[config.mk]
export PLATFORM = sky130hd
export DESIGN_NAME = multicycle_control_flat
export DESIGN_NICKNAME = d
export VERILOG_FILES = /design/src/rtl/multicycle_control_pkg.sv /design/src/rtl/multicycle_control_if.sv /design/src/rtl/multicycle_control_branch_resolve.sv /design/src/rtl/multicycle_control.sv /design/src/flat_wrapper.sv
export SDC_FILE = /design/constraint.sdc
export NUM_CORES = 1
export LEC_CHECK = 0
export ABC_AREA = 0
export BUFFER_PORTS_ARGS = -buffer_cell sky130_fd_sc_hd__buf_2
export CAP_MARGIN = 20
export CORE_UTILIZATION = 50
export DETAILED_ROUTE_END_ITERATION = 16
export PLACE_DENSITY = 0.82
export REMOVE_ABC_BUFFERS = 1
export SLEW_MARGIN = 25
export SYNTH_ARGS = -nofsm -noshare
export SYNTH_HDL_FRONTEND = slang
export SYNTH_SLANG_ARGS = --single-unit
export TNS_END_PERCENT = 1
[constraint.sdc]
create_clock -name clk -period 3.11 [get_ports clk]
set_clock_uncertainty 0.15 [all_clocks]
set_input_delay 0.4665 -clock clk [delete_from_list [all_inputs] [get_ports clk]]
set_output_delay 0.4665 -clock clk [all_outputs]
set_load 0.005 [all_outputs]
[src/rtl/multicycle_control_pkg.sv]
// Shared encodings for the RV64I multi-cycle controller: FSM states,
// instruction classes, opcode and ALU command constants, alu_flags bit
// positions and branch funct3 codes.
package multicycle_control_pkg;

    // Widths are fixed by the ISA fields and the ALU command encoding.
    localparam int OPCODE_W  = 7;
    localparam int ALU_CMD_W = 4;
    localparam int FLAGS_W   = 4;

    typedef enum logic [2:0] {
        ST_FETCH  = 3'd0,
        ST_DECODE = 3'd1,
        ST_EXEC   = 3'd2,
        ST_MEM    = 3'd3,
        ST_WB     = 3'd4,
        ST_HALT   = 3'd5
    } state_t;

    typedef enum logic [2:0] {
        CLS_NOP = 3'd0,
        CLS_R   = 3'd1,
        CLS_I   = 3'd2,
        CLS_LD  = 3'd3,
        CLS_SD  = 3'd4,
        CLS_BR  = 3'd5
    } instr_class_t;

    localparam logic [OPCODE_W-1:0] OPC_R   = 7'b0110011;
    localparam logic [OPCODE_W-1:0] OPC_I   = 7'b0010011;
    localparam logic [OPCODE_W-1:0] OPC_LD  = 7'b0000011;
    localparam logic [OPCODE_W-1:0] OPC_SD  = 7'b0100011;
    localparam logic [OPCODE_W-1:0] OPC_BR  = 7'b1100011;

    localparam logic [ALU_CMD_W-1:0] ALU_ADD   = 4'h0;
    localparam logic [ALU_CMD_W-1:0] ALU_SUB   = 4'h1;
    localparam logic [ALU_CMD_W-1:0] ALU_FUNCT = 4'hF;

    localparam int FLAG_EQ  = 0;
    localparam int FLAG_LT  = 1;
    localparam int FLAG_LTU = 2;
    localparam int FLAG_OVF = 3;

    localparam logic [2:0] F3_BEQ  = 3'b000;
    localparam logic [2:0] F3_BNE  = 3'b001;
    localparam logic [2:0] F3_BLT  = 3'b100;
    localparam logic [2:0] F3_BGE  = 3'b101;
    localparam logic [2:0] F3_BLTU = 3'b110;
    localparam logic [2:0] F3_BGEU = 3'b111;

    // Opcode to instruction class; anything unsupported becomes a NOP.
    function automatic instr_class_t classify(input logic [OPCODE_W-1:0] opcode);
        instr_class_t cls;
        case (opcode)
            OPC_R:   cls = CLS_R;
            OPC_I:   cls = CLS_I;
            OPC_LD:  cls = CLS_LD;
            OPC_SD:  cls = CLS_SD;
            OPC_BR:  cls = CLS_BR;
            default: cls = CLS_NOP;
        endcase
        return cls;
    endfunction

endpackage

[src/rtl/multicycle_control_if.sv]
// Control bus between the multi-cycle controller (master) and the RV64I
// datapath (slave): instruction fields and ALU flags in, strobes out.
interface multicycle_control_if;
    import multicycle_control_pkg::*;

    logic [OPCODE_W-1:0]  opcode;
    logic [2:0]           funct3;
    logic [FLAGS_W-1:0]   alu_flags;
    logic                 ir_we;
    logic                 pc_we;
    logic                 pc_src;
    logic                 alu_src;
    logic [ALU_CMD_W-1:0] alu_cmd;
    logic                 rf_we;
    logic                 rf_src;
    logic                 d_mem_we;
    logic                 finished;
    logic                 illegal;

    modport master (
        input  opcode, funct3, alu_flags,
        output ir_we, pc_we, pc_src, alu_src, alu_cmd,
               rf_we, rf_src, d_mem_we, finished, illegal
    );

    modport slave (
        output opcode, funct3, alu_flags,
        input  ir_we, pc_we, pc_src, alu_src, alu_cmd,
               rf_we, rf_src, d_mem_we, finished, illegal
    );

endinterface

[src/rtl/multicycle_control_branch_resolve.sv]
// Branch condition evaluation: funct3 selects the comparison applied to the
// ALU flags of the SUB performed in EXEC. valid is low for funct3 codes that
// have no RV64I branch meaning (010, 011).
module multicycle_control_branch_resolve
    import multicycle_control_pkg::*;
(
    input  logic [2:0]         funct3,
    input  logic [FLAGS_W-1:0] alu_flags,
    output logic               taken,
    output logic               valid
);

    // Overflow plays no part in branch decisions.
    logic flags_unused;
    assign flags_unused = alu_flags[FLAG_OVF];

    // Map funct3 onto the equal / signed-less / unsigned-less flags.
    always_comb begin
        taken = 1'b0;
        valid = 1'b1;
        case (funct3)
            F3_BEQ:  taken =  alu_flags[FLAG_EQ];
            F3_BNE:  taken = ~alu_flags[FLAG_EQ];
            F3_BLT:  taken =  alu_flags[FLAG_LT];
            F3_BGE:  taken = ~alu_flags[FLAG_LT];
            F3_BLTU: taken =  alu_flags[FLAG_LTU];
            F3_BGEU: taken = ~alu_flags[FLAG_LTU];
            default: valid = 1'b0;
        endcase
    end

endmodule

[src/rtl/multicycle_control.sv]
// Multi-cycle control FSM for the RV64I datapath. Each instruction walks
// FETCH -> DECODE -> EXEC -> [MEM] -> [WB]; finished pulses on retirement.
// Optional macro MULTICYCLE_CTRL_HALT_ON_ILLEGAL_EN: when defined, an illegal
// decode parks the FSM in HALT until reset instead of retiring it as a NOP.
module multicycle_control
    import multicycle_control_pkg::*;
#(
    parameter int MEM_WAIT_CYCLES = 1
)
(
    input  logic                 clk,
    input  logic                 rst_n,
    multicycle_control_if.master bus
);

    localparam int CNT_W = (MEM_WAIT_CYCLES > 1) ? $clog2(MEM_WAIT_CYCLES) : 1;
    localparam logic [CNT_W-1:0] CNT_LOAD = CNT_W'(MEM_WAIT_CYCLES - 1);

    state_t         state_q, state_d;
    instr_class_t   cls_q, cls_d;
    logic [2:0]     funct3_q, funct3_d;
    logic [CNT_W-1:0] cnt_q, cnt_d;
    logic           illegal_q, illegal_d;

    logic [2:0]     br_funct3;
    logic           br_taken;
    logic           br_valid;

    // DECODE validates the live funct3; EXEC resolves on the latched copy.
    assign br_funct3 = (state_q == ST_DECODE) ? bus.funct3 : funct3_q;

    multicycle_control_branch_resolve u_branch_resolve (
        .funct3    (br_funct3),
        .alu_flags (bus.alu_flags),
        .taken     (br_taken),
        .valid     (br_valid)
    );

    // State, latched instruction class, MEM wait counter and sticky illegal flag.
    always_ff @(posedge clk or negedge rst_n) begin
        if (!rst_n) begin
            state_q   <= ST_FETCH;
            cls_q     <= CLS_NOP;
            funct3_q  <= 3'b000;
            cnt_q     <= '0;
            illegal_q <= 1'b0;
        end else begin
            state_q   <= state_d;
            cls_q     <= cls_d;
            funct3_q  <= funct3_d;
            cnt_q     <= cnt_d;
            illegal_q <= illegal_d;
        end
    end

    // Next-state and Moore strobe decode from state and the latched class.
    always_comb begin
        state_d      = state_q;
        cls_d        = cls_q;
        funct3_d     = funct3_q;
        cnt_d        = cnt_q;
        illegal_d    = illegal_q;
        bus.ir_we    = 1'b0;
        bus.pc_we    = 1'b0;
        bus.pc_src   = 1'b0;
        bus.alu_src  = 1'b0;
        bus.alu_cmd  = ALU_ADD;
        bus.rf_we    = 1'b0;
        bus.rf_src   = 1'b0;
        bus.d_mem_we = 1'b0;
        bus.finished = 1'b0;

        case (state_q)
            ST_FETCH: begin
                bus.ir_we = 1'b1;
                state_d   = ST_DECODE;
            end
            ST_DECODE: begin
                funct3_d = bus.funct3;
                cls_d    = classify(bus.opcode);
                if (cls_d == CLS_BR && !br_valid) begin
                    cls_d = CLS_NOP;
                end
                if (cls_d == CLS_NOP) begin
                    illegal_d = 1'b1;
`ifdef MULTICYCLE_CTRL_HALT_ON_ILLEGAL_EN
                    state_d   = ST_HALT;
`else
                    state_d   = ST_EXEC;
`endif
                end else begin
                    state_d = ST_EXEC;
                end
            end
            ST_EXEC: begin
                case (cls_q)
                    CLS_R, CLS_I: begin
                        bus.alu_cmd = ALU_FUNCT;
                        bus.alu_src = (cls_q == CLS_I);
                        state_d     = ST_WB;
                    end
                    CLS_LD, CLS_SD: begin
                        bus.alu_cmd = ALU_ADD;
                        bus.alu_src = 1'b1;
                        cnt_d       = CNT_LOAD;
                        state_d     = ST_MEM;
                    end
                    CLS_BR: begin
                        bus.alu_cmd  = ALU_SUB;
                        bus.pc_src   = br_taken;
                        bus.pc_we    = 1'b1;
                        bus.finished = 1'b1;
                        state_d      = ST_FETCH;
                    end
                    default: begin
                        bus.pc_we    = 1'b1;
                        bus.finished = 1'b1;
                        state_d      = ST_FETCH;
                    end
                endcase
            end
            ST_MEM: begin
                // Keep the address computation steady while memory is busy.
                bus.alu_cmd  = ALU_ADD;
                bus.alu_src  = 1'b1;
                bus.d_mem_we = (cls_q == CLS_SD);
                if (cnt_q == '0) begin
                    if (cls_q == CLS_SD) begin
                        bus.pc_we    = 1'b1;
                        bus.finished = 1'b1;
                        state_d      = ST_FETCH;
                    end else begin
                        state_d = ST_WB;
                    end
                end else begin
                    cnt_d = cnt_q - CNT_W'(1);
                end
            end
            ST_WB: begin
                bus.rf_we    = 1'b1;
                bus.rf_src   = (cls_q == CLS_LD);
                bus.pc_we    = 1'b1;
                bus.finished = 1'b1;
                state_d      = ST_FETCH;
            end
`ifdef MULTICYCLE_CTRL_HALT_ON_ILLEGAL_EN
            ST_HALT: begin
                state_d = ST_HALT;
            end
`endif
            default: begin
                state_d = ST_FETCH;
            end
        endcase

        // Reset forces every strobe low in the same cycle, even while the
        // state register already reads FETCH.
        if (!rst_n) begin
            bus.ir_we    = 1'b0;
            bus.pc_we    = 1'b0;
            bus.pc_src   = 1'b0;
            bus.alu_src  = 1'b0;
            bus.alu_cmd  = ALU_ADD;
            bus.rf_we    = 1'b0;
            bus.rf_src   = 1'b0;
            bus.d_mem_we = 1'b0;
            bus.finished = 1'b0;
        end
    end

    assign bus.illegal = illegal_q;

endmodule

[src/flat_wrapper.sv]
// flat-port wrapper written by rule: the top's interface ports become plain ports
module multicycle_control_flat import multicycle_control_pkg::*;
#(
    parameter int MEM_WAIT_CYCLES = 1
)
  (clk, rst_n, bus_opcode, bus_funct3, bus_alu_flags, bus_ir_we, bus_pc_we, bus_pc_src, bus_alu_src, bus_alu_cmd, bus_rf_we, bus_rf_src, bus_d_mem_we, bus_finished, bus_illegal);
  multicycle_control_if bus_i ();
  input  logic clk;
  input  logic rst_n;
  input wire logic [$bits(bus_i.opcode)-1:0] bus_opcode;
  input wire logic [$bits(bus_i.funct3)-1:0] bus_funct3;
  input wire logic [$bits(bus_i.alu_flags)-1:0] bus_alu_flags;
  output wire logic [$bits(bus_i.ir_we)-1:0] bus_ir_we;
  output wire logic [$bits(bus_i.pc_we)-1:0] bus_pc_we;
  output wire logic [$bits(bus_i.pc_src)-1:0] bus_pc_src;
  output wire logic [$bits(bus_i.alu_src)-1:0] bus_alu_src;
  output wire logic [$bits(bus_i.alu_cmd)-1:0] bus_alu_cmd;
  output wire logic [$bits(bus_i.rf_we)-1:0] bus_rf_we;
  output wire logic [$bits(bus_i.rf_src)-1:0] bus_rf_src;
  output wire logic [$bits(bus_i.d_mem_we)-1:0] bus_d_mem_we;
  output wire logic [$bits(bus_i.finished)-1:0] bus_finished;
  output wire logic [$bits(bus_i.illegal)-1:0] bus_illegal;
  assign bus_i.opcode = bus_opcode;
  assign bus_i.funct3 = bus_funct3;
  assign bus_i.alu_flags = bus_alu_flags;
  assign bus_ir_we = bus_i.ir_we;
  assign bus_pc_we = bus_i.pc_we;
  assign bus_pc_src = bus_i.pc_src;
  assign bus_alu_src = bus_i.alu_src;
  assign bus_alu_cmd = bus_i.alu_cmd;
  assign bus_rf_we = bus_i.rf_we;
  assign bus_rf_src = bus_i.rf_src;
  assign bus_d_mem_we = bus_i.d_mem_we;
  assign bus_finished = bus_i.finished;
  assign bus_illegal = bus_i.illegal;
  multicycle_control #(.MEM_WAIT_CYCLES(MEM_WAIT_CYCLES)) u_core (.clk(clk), .rst_n(rst_n), .bus(bus_i));
endmodule
==> Word level (Yosys, flattened, before mapping) <==
Index checks and enable logic that the tools add are counted.
{ "op_classes": {"n_addsub": 1, "eq_ne": 22, "muxes": 36, "bitwise": 3, "n_reduce_logical": 12} }
{ "ops": {"columns": ["cell", "count"], "rows": [
  ["== test 3 bit, second input constant", 8],
  ["2-to-1 mux 1 bit", 19],
  ["2-to-1 mux 3 bit", 6],
  ["one-hot mux 3 bit (5 select lines)", 1],
  ["== test 7 x 6 -> 1 bit, second input constant", 2],
  ["== test 3 x 2 -> 1 bit, second input constant", 4],
  ["one-hot mux 3 bit (4 select lines)", 1],
  ["== test 3 x 1 -> 1 bit, second input constant", 3],
  ["logical NOT 3 bit", 3],
  ["2-to-1 mux 4 bit", 2],
  ["one-hot mux 4 bit (2 select lines)", 1],
  ["== test 7 x 2 -> 1 bit, second input constant", 1],
  ["== test 7 x 5 -> 1 bit, second input constant", 1],
  ["== test 7 bit, second input constant", 1],
  ["one-hot mux 1 bit (2 select lines)", 3],
  ["one-hot mux 1 bit (6 select lines)", 1],
  ["one-hot mux 3 bit (2 select lines)", 1],
  ["OR reduction 6 bit", 1],
  ["AND reduction 2 bit", 2],
  ["OR reduction 2 bit", 2],
  ["OR reduction 4 bit", 1],
  ["inverter 1 bit", 3],
  ["one-hot mux 1 bit (3 select lines)", 1],
  ["!= test 2 x 1 -> 1 bit, second input constant", 1],
  ["5 further kinds", 5]
]} }
{ "totals": {"reg_bits": 11, "in_bits": 16, "output_inout_bits": 13, "word_cells": 79} }

==> Depth between registers and ports, before layout <==
{ "logic_depth": {"word_depth": 11, "mapped_depth": 7, "ltp_nobuf": 5} }

==> Modules after synthesis <==
A second synthesis with hierarchy kept.
{ "unflattened": {"hier_cells": 72, "area_unflattened_um2": 708.2} }
{ "by_module_without_submodules": {"columns": ["mod", "instances", "cells_per_inst", "area_each_um2", "seq_area_each_um2"], "rows": [
  ["multicycle_control", 1, 65, 655.6, 250.2],
  ["multicycle_control_branch_resolve", 1, 7, 52.6, 0.0]
]} }

==> Worst setup path after synthesis <==
OpenSTA, ideal clock, no wires.
{ "synth_timing": {"path_kind": "flip-flop to output port", "from": "register u_core.state_q[1]", "to": "output bus_pc_src", "arrival_ns": 1.798, "required_time_ns": 2.493, "setup_slack_ns": 0.695, "path_stages_with_launch": 8, "n_path_buf": 2, "path_cell_list": "dfrtp_1 > buf_6 > or3b_1 > buf_6 > mux2_4 > mux2i_1 > xor2_1 > a211oi_1"} }
{ "synth_via": {"elab_chain_len": 7, "elab_cells_between_ends": 13, "classes_between": "eq/ne (7); mux (5); reduce/logical (1)"} }
{ "synth_rtl": {"columns": ["element", "line", "rtl"], "rows": [
  ["from (decl)", "multicycle_control.sv:19", "state_t state_q, state_d;"],
  ["from (signal assigned)", "multicycle_control.sv:48", "state_q <= state_d;"],
  ["== test 3 x 1 -> 1 bit *", "multicycle_control.sv:30", "assign br_funct3 = (state_q == ST_DECODE) ? bus.funct3 : funct3_q;"],
  ["2-to-1 mux 3 bit *", "multicycle_control.sv:30", null],
  ["net u_core.br_funct3[1]", "multicycle_control.sv:25", "logic [2:0] br_funct3;"],
  ["== test 3 bit, or another cell as far along", "multicycle_control_branch_resolve.sv:21", "case (funct3)"],
  ["one-hot mux 1 bit (6 select lines) *", "multicycle_control_branch_resolve.sv:21", null],
  ["2-to-1 mux 1 bit *", "multicycle_control.sv:96", "case (cls_q)"],
  ["2-to-1 mux 1 bit *", "multicycle_control.sv:73", "case (state_q)"],
  ["2-to-1 mux 1 bit *", "multicycle_control.sv:158", "if (!rst_n) begin"],
  ["to (decl)", "flat_wrapper.sv:15", "output wire logic [$bits(bus_i.pc_src)-1:0] bus_pc_src;"]
]} }
The timed path passes the listed nets; every way through them passes the cells marked *.

==> Worst setup path in the final report <==
{ "layout_timing": {"from": "register u_core.state_q[2]", "to": "output bus_pc_src"} }
The elaborated chain is that of the path after synthesis.

==> results.md <==
- # setup viols final: 0
- Clk sink count: 10
- Max cap viols: 0
- CP Capture Type: primary output
- Multiplexer area fraction after synthesis: 3.40%
- Yosys top cell area share: about 34%
- Req. time, crit path: roughly 2.5 ns
- Port Buf Inserts: 27
- Vias: about 720
- Initial Utilization: between 50% and 60%
- Placed insts: approximately 120
- Outcome: complete, no violations
- Post-Layout Cell Count: 129
- Via/cell ratio: 5.60
- RSZ-0062 raised after global routing: false
- Number of nets in the layout: 131
- Final Util: 66.6%
- Crit path arrival time: between 2 and 2.5 ns
- Yosys top cell by area: dfrtp_1
- Filler instances: 127
- HPWL Detailed: 1240 µm
- Hold Path Origin: bus_opcode[6]
- Remaining Overflow, GRT: 0
- Pwr Density: slightly above 700 mW/mm²
- Simple-Gate Fraction of Synth Area: a little under a third
- Ant diodes: 0
- Row count: 13
- Die W: slightly above 40 µm
- HP Class: in -> reg
- Area Overhead vs Synth: 20.5%
- Xor and xnor area share after synthesis: under 10%
- Final WL: roughly 1600 µm
- Iter 0 DRT Violations: 14
- Cells after synthesis: 89
- FMAX: about 340 MHz
- #FFs+latches synth: 10
- Setup crit start: u_core.state_q[2]
- Post-synth EDFFs: 0
- Worst Tran Pin Value: between 0.5 and 0.6 ns
- Total global-route track usage: 23.2%
- Ys async rst share: 100%
- Detailed Routing Iterations Pass 1: 5
- Io pins: 29
- Placer Congestion: between 0.7 and 0.8
- Root buffer cell: clkbuf_4
- Ys flop type: dfrtp_1
- CTS tree: done
- Worst-path clk slew: approximately 0.080 ns
- Post-Syn Area: 737 µm²
- Sequential Area: ~250 µm²
- Slew HR: between 60 and 70%
- Crit share post-route: approximately 93%
- Synth area leaders: dfrtp_1 (34%), nand2_1 (7.1%), xnor2_1 (4.8%)
- Crit path time final: a little under 3 ns
- Ys Warns: 0
- Drt drc: 0
- Number of H-tree levels: 1
- Distinct cells, synth: 34
- Multi-input gate area: between 400 and 500 µm²
- First-pass GRT wire length: around 2500 µm
- Adder-cell share of the synthesized area: 0%
- Compound-Gate Fraction of Synth Area: between 10% and 20%
- Max Slew Vio Count: 0
- Pin count of the biggest net entering global routing: 15
- Critical path fanouts, max: 8
- CP Launch Type: register
- Leakage Power: 0.421 nW
- Register area share after synthesis: 34.0%
- Setup CP Type: reg -> out
- Largest family of logic cells by synthesized area: simple AND/OR/NAND/NOR gates
- Reg-to-reg critical path startpoint: u_core.state_q[0]
- Worst skew pair latency: 0.27 ns
- Max IR drop VDD: around 0.42 mV
- Final hold violations: 0
- Post-route ant nets: 0
- Vias in the first global route: 584
- Avg WL per Cell: around 13 µm
- Layout cells sized above 1: 32.5%
- Initial antenna violation count: 0
- Core Area: roughly 0.0013 mm²
- Die area: between 0.0015 and 0.002 mm²
- Num CTS Buffers: 3
- Clock buffer depth: 2
- Die Ht: a little over 40 µm
- Final TNS setup: 0 ns
- Syn_area_per_cell: 8.28 µm²
==> cell usage in the layout, fill, tap and decap left out, types with 3 or more instances in the layout <==
cell type and instances:
nor3_1 5, clkbuf_4 3, nor3b_1 3, o21ai_0 4, a21oi_1 6, nand2_1 14, nand3_1 4, xnor2_1 4
nor2_1 5, buf_2 27, dfrtp_1 9
==> layout make-up <==
class | instances | area share (%)
timing repair buffer | 29 | 17.2
tap | 15 | 2.11
clock buffer | 4 | 4.08
sequential | 10 | 28.3
multi-input combinational | 69 | 47.5
inverter | 2 | 0.845
==> metrics by stage <==
step	worst slack [ns]	area, µm²	hold slack (ns)	total power [mW]
after CTS	0.0854	887	0.284	0.627
after global routing	0.0496	888	0.302	0.680
after detailed placement	0.395	841	0.279	0.504
after floorplan	0.677	679	0.0209	0.422
final	0.205	888	0.288	0.628
after global placement	0.469	841	0.276	0.493
==> state kept, by name (all words and copies together) (netlist names) <==
register,cells
u_core.cls_q,3
u_core.funct3_q,3
u_core.bus.illegal,1
u_core.state_q,3
==> cells in the mapped netlist, drive strengths merged, types with 2 or more instances <==
cell / instances
nand2: 14
dfrtp: 10
a21oi: 6
buf: 6
nor2: 5
nor3: 5
nand3: 4
nor3b: 4
o21ai: 4
xnor2: 4
a211oi: 2
and3: 2
clkbuf: 2
inv: 2
nand3b: 2
xor2: 2
==> final timing paths <==
check | slack, ns | depth (start not counted) | end
max in group asynchronous | 2.12 | 3 | u_core.state_q[0]
worst max register to register | 1.27 | 5 | u_core.bus.illegal
worst min-delay path | 0.29 | 2 | u_core.cls_q[1]
min in group asynchronous | 0.52 | 3 | u_core.funct3_q[1]
worst max-delay path | 0.20 | 6 | bus_pc_src
worst min register to register | 0.33 | 1 | u_core.bus.illegal
==> cell families (layout without fill, tap and decap cells) <==
logic type / after synthesis / count (layout)
simple gates: 43 / 43
compound gates: 18 / 18
flops: 10 / 10
buf+inv: 10 / 35
xor+xnor: 6 / 6
mux: 2 / 2
==> power breakdown <==
part	total (mW)	leakage (nW)	internal (mW)	switching, mW
clock	0.122	0.0210	0.0711	0.0506
sequential	0.228	0.124	0.171	0.0577
combinational	0.278	0.275	0.131	0.147
total	0.628	0.421	0.373	0.255
==> per-layer routing <==
metal  routed length [µm]  up-vias  GRT usage (%)
met5                    0        -              0
met4                   12        0           10.0
met3                  110        2           3.33
met2                  798       37           38.1
met1                  708      323           30.0
li1                     -      361              -
==> repair_timing <==
| item | 4_1_cts | 5_1_grt |
|---|---|---|
| buffers inserted | 0 | 0 |
| endpoints found under the setup margin | 0 | 1 |
| gates resized for setup | 0 | 1 |
| hold endpoints to repair | 10 | 0 |
| hold buffers | 1 | 0 |
==> critical path, cell delays in order, from the launching register on <==
cell and delay, ns:
dfrtp_1 0.46, or3b_1 0.54, mux2_4 0.36, mux2i_1 0.20, xor2_1 0.09, a211oi_1 0.23, buf_2 0.15
(Power assumes the default switching activity.)
